`src/rtl/la_netkeeper_pkg.sv`:
```
// la_netkeeper_pkg
// Shared definitions for the la_netkeeper net keeper cell:
//   - chan_state_t : per-channel keeper state (idle / drive / hold)
//   - cntw()       : width of the hold-window down counter for a given
//                    hold length (never narrower than one bit)
// The state literals carry an ST_ prefix so they cannot collide with the
// HOLD parameter of the modules that import this package.
package la_netkeeper_pkg;

  typedef enum logic [1:0] {
    ST_IDLE  = 2'b00,
    ST_DRIVE = 2'b01,
    ST_HOLD  = 2'b10
  } chan_state_t;

  // A hold of 0 means "hold forever", so the counter is unused,
  // but a one-bit minimum width keeps the declarations legal.
  function automatic int cntw(input int hold);
    return (hold <= 0) ? 1 : $clog2(hold + 1);
  endfunction

endpackage

```
`src/rtl/la_netkeeper_chan.sv`:
```
// la_netkeeper_chan
// One keeper channel: follows its driver while driven, freezes the last
// value for HOLD cycles once released, then clamps the net to vss.
// A global discharge request overrides everything except reset.
//
// Optional feature macro: LA_NETKEEPER_EXPIRE_EN adds the expired pulse.
//
// Ports:
//   clk     in  rising-edge clock
//   nreset  in  asynchronous active-low reset
//   vss     in  ground reference used as the clamp value
//   drive   in  driver-active qualifier
//   d       in  driver data
//   req     in  global discharge request
//   z       out kept net (registered)
//   held    out channel is in hold
//   idle    out channel is idle (feeds the shared acknowledge)
//   expired out one-cycle pulse on timeout discharge (macro only)
module la_netkeeper_chan #(
  parameter int HOLD = 16
) (
  input  logic clk,
  input  logic nreset,
  input  logic vss,
  input  logic drive,
  input  logic d,
  input  logic req,
  output logic z,
  output logic held,
`ifdef LA_NETKEEPER_EXPIRE_EN
  output logic idle,
  output logic expired
`else
  output logic idle
`endif
);

  import la_netkeeper_pkg::*;

  localparam int             CW    = cntw(HOLD);
  localparam bit             TIMED = (HOLD != 0);
  localparam logic [CW-1:0]  LOAD  = (HOLD == 0) ? '0 : CW'(HOLD - 1);

  chan_state_t   state, state_nxt;
  logic [CW-1:0] cnt, cnt_nxt;
  logic          z_nxt;
`ifdef LA_NETKEEPER_EXPIRE_EN
  logic          exp_nxt;
`endif

  // State, counter and net register; reset drops everything immediately.
  always_ff @(posedge clk or negedge nreset) begin
    if (!nreset) begin
      state <= ST_IDLE;
      cnt   <= '0;
      z     <= 1'b0;
`ifdef LA_NETKEEPER_EXPIRE_EN
      expired <= 1'b0;
`endif
    end else begin
      state <= state_nxt;
      cnt   <= cnt_nxt;
      z     <= z_nxt;
`ifdef LA_NETKEEPER_EXPIRE_EN
      expired <= exp_nxt;
`endif
    end
  end

  // Next-state logic. Discharge wins over drive, drive wins over the
  // timeout, so re-driving in the timeout cycle skips the discharge.
  // Entering DRIVE from IDLE does not load z; data appears one edge later.
  always_comb begin
    state_nxt = state;
    cnt_nxt   = cnt;
    z_nxt     = z;
`ifdef LA_NETKEEPER_EXPIRE_EN
    exp_nxt   = 1'b0;
`endif
    if (req) begin
      state_nxt = ST_IDLE;
      cnt_nxt   = '0;
      z_nxt     = vss;
    end else begin
      case (state)
        ST_IDLE: begin
          z_nxt = vss;
          if (drive) state_nxt = ST_DRIVE;
        end
        ST_DRIVE: begin
          if (drive) begin
            z_nxt = d;
          end else begin
            state_nxt = ST_HOLD;
            cnt_nxt   = LOAD;
          end
        end
        ST_HOLD: begin
          if (drive) begin
            state_nxt = ST_DRIVE;
            z_nxt     = d;
          end else if (TIMED && (cnt == '0)) begin
            state_nxt = ST_IDLE;
            z_nxt     = vss;
`ifdef LA_NETKEEPER_EXPIRE_EN
            exp_nxt   = 1'b1;
`endif
          end else if (TIMED) begin
            cnt_nxt = cnt - CW'(1);
          end
        end
        default: begin
          state_nxt = ST_IDLE;
          cnt_nxt   = '0;
          z_nxt     = vss;
        end
      endcase
    end
  end

  assign held = (state == ST_HOLD);
  assign idle = (state == ST_IDLE);

endmodule

```
`src/rtl/la_netkeeper.sv`:
```
// la_netkeeper
// Multi-channel net keeper / discharge cell. Each of N nets follows its
// driver, holds its last value for HOLD cycles after release (HOLD=0:
// forever), then clamps to vss. A four-phase discharge_req/discharge_ack
// handshake forces all channels idle.
//
// Optional feature macro: LA_NETKEEPER_EXPIRE_EN adds port expired[N-1:0].
//
// Ports:
//   clk            in  rising-edge clock
//   nreset         in  asynchronous active-low reset
//   vss            in  ground reference (clamp value)
//   drive[N-1:0]   in  per-channel driver-active qualifier
//   d[N-1:0]       in  per-channel driver data
//   discharge_req  in  global force-discharge request
//   discharge_ack  out global discharge acknowledge
//   z[N-1:0]       out kept nets, registered
//   held[N-1:0]    out channel is holding
//   expired[N-1:0] out timeout-discharge pulse (macro only)
module la_netkeeper #(
  parameter int N    = 8,
  parameter int HOLD = 16,
  parameter     PROP = "DEFAULT"
) (
  input  logic         clk,
  input  logic         nreset,
  input  logic         vss,
  input  logic [N-1:0] drive,
  input  logic [N-1:0] d,
  input  logic         discharge_req,
  output logic         discharge_ack,
  output logic [N-1:0] z,
`ifdef LA_NETKEEPER_EXPIRE_EN
  output logic [N-1:0] held,
  output logic [N-1:0] expired
`else
  output logic [N-1:0] held
`endif
);

  logic [N-1:0] idle;
  logic         req_seen;

  for (genvar i = 0; i < N; i++) begin : g_chan
    la_netkeeper_chan #(
      .HOLD (HOLD)
    ) u_chan (
      .clk     (clk),
      .nreset  (nreset),
      .vss     (vss),
      .drive   (drive[i]),
      .d       (d[i]),
      .req     (discharge_req),
      .z       (z[i]),
      .held    (held[i]),
`ifdef LA_NETKEEPER_EXPIRE_EN
      .idle    (idle[i]),
      .expired (expired[i])
`else
      .idle    (idle[i])
`endif
    );
  end

  // The acknowledge needs the request seen on the previous edge as well,
  // so it always lands two edges after the request rises: the first edge
  // idles every channel, the second confirms they are all idle. Dropping
  // the request clears both flops on the next edge.
  always_ff @(posedge clk or negedge nreset) begin
    if (!nreset) begin
      req_seen      <= 1'b0;
      discharge_ack <= 1'b0;
    end else begin
      req_seen      <= discharge_req;
      discharge_ack <= discharge_req & req_seen & (&idle);
    end
  end

endmodule

```
`config.mk`:
```
export PLATFORM = sky130hd
export DESIGN_NAME = la_netkeeper
export DESIGN_NICKNAME = d
export VERILOG_FILES = /design/src/rtl/la_netkeeper_pkg.sv /design/src/rtl/la_netkeeper_chan.sv /design/src/rtl/la_netkeeper.sv
export SDC_FILE = /design/constraint.sdc
export NUM_CORES = 1
export LEC_CHECK = 0
export ABC_AREA = 1
export CORE_ASPECT_RATIO = 1.5
export CORE_MARGIN = 8
export CORE_UTILIZATION = 55
export DETAILED_ROUTE_END_ITERATION = 8
export PLACE_DENSITY = 0.76
export SYNTH_ARGS = -nofsm -noshare
export SYNTH_HDL_FRONTEND = slang
export SYNTH_SLANG_ARGS = --single-unit
export TNS_END_PERCENT = 10
```
`constraint.sdc`:
```
create_clock -name clk -period 3.78 [get_ports clk]
set_input_delay 0.378 -clock clk [delete_from_list [all_inputs] [get_ports clk]]
set_output_delay 0.378 -clock clk [all_outputs]
set_load 0.05 [all_outputs]
```
==> run summary <==
Status -> finished, final reports clean
H-tree depth -> 3
Slew @ Worst Pin -> 0.702 ns
All-Layer GR Usage -> 0.188
Final WL -> 11300 um
Fin. Hold Viols -> 0
Mapped Cells -> 726
Area Growth Syn to Fin -> 13.3%
EDFF count, synth -> 0
Critical Path Start Type -> flop
RSZ-0062 raised after global routing -> no
Ys async rst share -> 1.00
Final clock skew -> 0.00646 ns
Synth unique cells -> 26
Synth top area share -> 0.330
Vias in the first global route -> 4721
Setup WS post-layout -> 1.32 ns
Max cap viols -> 0
Most common cell in the netlist -> nand2_1
Antenna Nets Post-Route -> 0
Critical Path AT -> 2.09 ns
Yosys warns -> 0
P per Cell Area -> 601 nW/um^2
Peak Freq -> 406 MHz
Total CTS buffers -> 9
Syn Std Cell Area -> 5000 um^2
Ports -> 37
Synth area leaders -> dfrtp_1 33%, nand2_1 19%, ha_1 11%, nand3_1 7.8%, inv_1 7.0%
Detailed-route wire length per cell -> 13.0 um
Cell Rows -> 42
Launching point of the worst reg2reg path -> g_chan[3].u_chan.state[0]
Seq/Total Area, Yosys -> 0.330
CTS resizes -> 0
Synthesized area per cell -> 6.89 um^2
Clock Pin Slew Worst Setup and Hold Paths -> 0.06 ns
Primary FF master, synth -> dfrtp_1
HP Class -> in -> async
Hpwl dp -> 8310 um
CP endpoint kind -> primary output
Reg2reg end -> g_chan[3].u_chan.cnt[0]
Post-CTS Setup Inserts -> 0
Critical path class -> reg -> out
Final Critical Period -> 2.46 ns
Pre-CTS setup slack -> 1.69 ns
Crit Path Max Fanout -> 8
Tcrit/Tclk final -> 0.652
Initial DRC count -> 282
TNS Setup -> 0 ns
CP max stage delay -> 0.89 ns
CP top delay family -> buffers and inverters
Core ar. -> 8830 um^2
Clk_lat worst skew -> 0.33 ns
WP buf/inv -> 2
# hold bufs at CTS -> 0
Crit-path slowest cell -> clkdlybuf4s50_1
Port buffer count -> 36
CTS Sinks -> 66
N_diodes -> 0
Die H -> 133 um
Peak VDD IR -> 0.000294 V
Grt ovf -> 0
Max Root-Sink Buffers -> 2
Max-slew violation count -> 0
Synth cell count leaders -> 248 x nand2_1, 93 x inv_1, 78 x nand3_1
DR DRC count -> 0
Largest net degree at the start of global routing -> 40
CTS root buf -> clkbuf_16
Post-Syn Nets -> 788
Slew HR -> 0.531
Gpl congestion -> 0.839
R2R Setup Slk -> 2.04 ns
Initial DRT Pass Iterations -> 5
Antenna violations before repair -> 0
Die ar. -> 12500 um^2
Crit path required time -> 3.40 ns
Cell Chain, Critical Path -> inv_1 > ha_1 > clkdlybuf4s50_1
First-pass GRT wire length -> 19500 um
Initial Utilization -> 0.566
Nets -> 815
R2R depth -> 9
CTS tree -> built
Yosys reg bits -> 66
Leakage power -> 0.00294 uW
Share of layout cells above drive strength 1 -> 0.0646
Yosys top cell by area -> dfrtp_1
Die width -> 93.9 um
Vias -> 4643
Final setup fails -> 0
Drt via density -> 5.35
-- flip-flops by register name, indices dropped and copies added, names as in the netlist --
register             count
g_chan.u_chan.state     16
g_chan.u_chan.z          8
req_seen                 1
g_chan.u_chan.cnt       40
discharge_ack            1
-- cell type report --
class | instances | area [um^2]
clock buffers | 10 | 239
clock inverters | 6 | 88.8
fillers | 790 | 3160
inverters | 96 | 360
multi-input cells | 542 | 2820
flip-flops and latches | 66 | 1650
well taps | 110 | 138
repair buffers | 38 | 365
-- metrics by stage --
step / util / hold slack [ns] / cell area (um^2) / total power (uW) / cells
after floorplan: - / 0.0824 / 5000 / 2160 / 726
after global placement: 0.605 / 0.435 / 5340 / 2430 / 852
after detailed placement: 0.605 / 0.441 / 5340 / 2490 / 852
after CTS: 0.642 / 0.0827 / 5670 / 3420 / 868
after global routing: 0.642 / 0.111 / 5670 / 3660 / 868
final: 0.642 / 0.0671 / 5670 / 3410 / 868
-- worst register-to-register path, stage by stage (launching register included) --
cell and delay [ns]:
dfrtp_1 0.41, inv_1 0.11, ha_1 0.34, nand2_1 0.12
nand2_1 0.12, a21oi_1 0.06, nand2_1 0.14, nand2_1 0.13
nand2_1 0.10, o21ai_0 0.08
-- cell families (layout without fill, tap and decap cells) --
group                    count (synthesis)  after routing  synth area share
AND/OR/NAND/NOR                        414            414             0.367
buffers and inverters                  118            150             0.105
AO/OA/AOI/OAI                           82             82            0.0856
flip-flops                              66             66             0.330
adder cells (fa/ha/maj)                 42             42             0.105
XOR/XNOR                                 4              4           0.00701
-- layer usage --
metal	vias up	wire, um	track usage
li1	2379	-	-
met2	92	5990	0.352
met4	0	207	0.0700
met1	2151	4680	0.196
met5	-	0	0
met3	21	410	0.0379
-- cells in the final DEF, fill, tap and decap left out --
cell type        Yosys  layout
bufinv_16            0       2
nand3_2              5       5
clkbuf_8             0       1
a21oi_1             25      25
nand2_1            248     248
nor2_2               3       3
inv_1               93      93
nand3_1             78      78
o21bai_1             1       1
nor3_1               1       1
inv_6                0       1
nor2_4               8       8
nor4_1               1       1
nand3b_1             1       1
clkbuf_16            0       9
o21ai_4              1       1
nor3_2               1       1
o21ai_2              1       1
o21ai_1              6       6
dfrtp_1             66      66
nor2_1              40      40
buf_2                3       2
clkdlybuf4s50_1      0      34
clkinv_2             0       1
nand2_2              7       7
o21ai_0             48      48
buf_4               17       2
nand4_1             21      21
xnor2_1              4       4
inv_2                3       3
clkinvlp_4           0       2
ha_1                42      42
-- worst max path at each step --
| stage | startpoint | end | slack (ns) | cells after the start |
|---|---|---|---|---|
| floorplan | g_chan[1].u_chan.state[0] | g_chan[1].u_chan.cnt[3] | 2.36 | 9 |
| global placement | g_chan[5].u_chan.state[0] | held[5] | 1.71 | 3 |
| detailed placement | g_chan[5].u_chan.state[0] | held[5] | 1.69 | 3 |
| CTS | g_chan[5].u_chan.state[0] | held[5] | 1.31 | 3 |
| global route | g_chan[3].u_chan.state[0] | held[3] | 1.21 | 3 |
| finish | g_chan[5].u_chan.state[0] | held[5] | 1.32 | 3 |
-- where the power goes --
| part | switching (uW) | internal [uW] |
|---|---|---|
| clock network | 313 | 596 |
| logic | 1010 | 507 |
| registers | 132 | 850 |
| total | 1450 | 1950 |
Note: power is estimated with default switching activity, not from simulation.
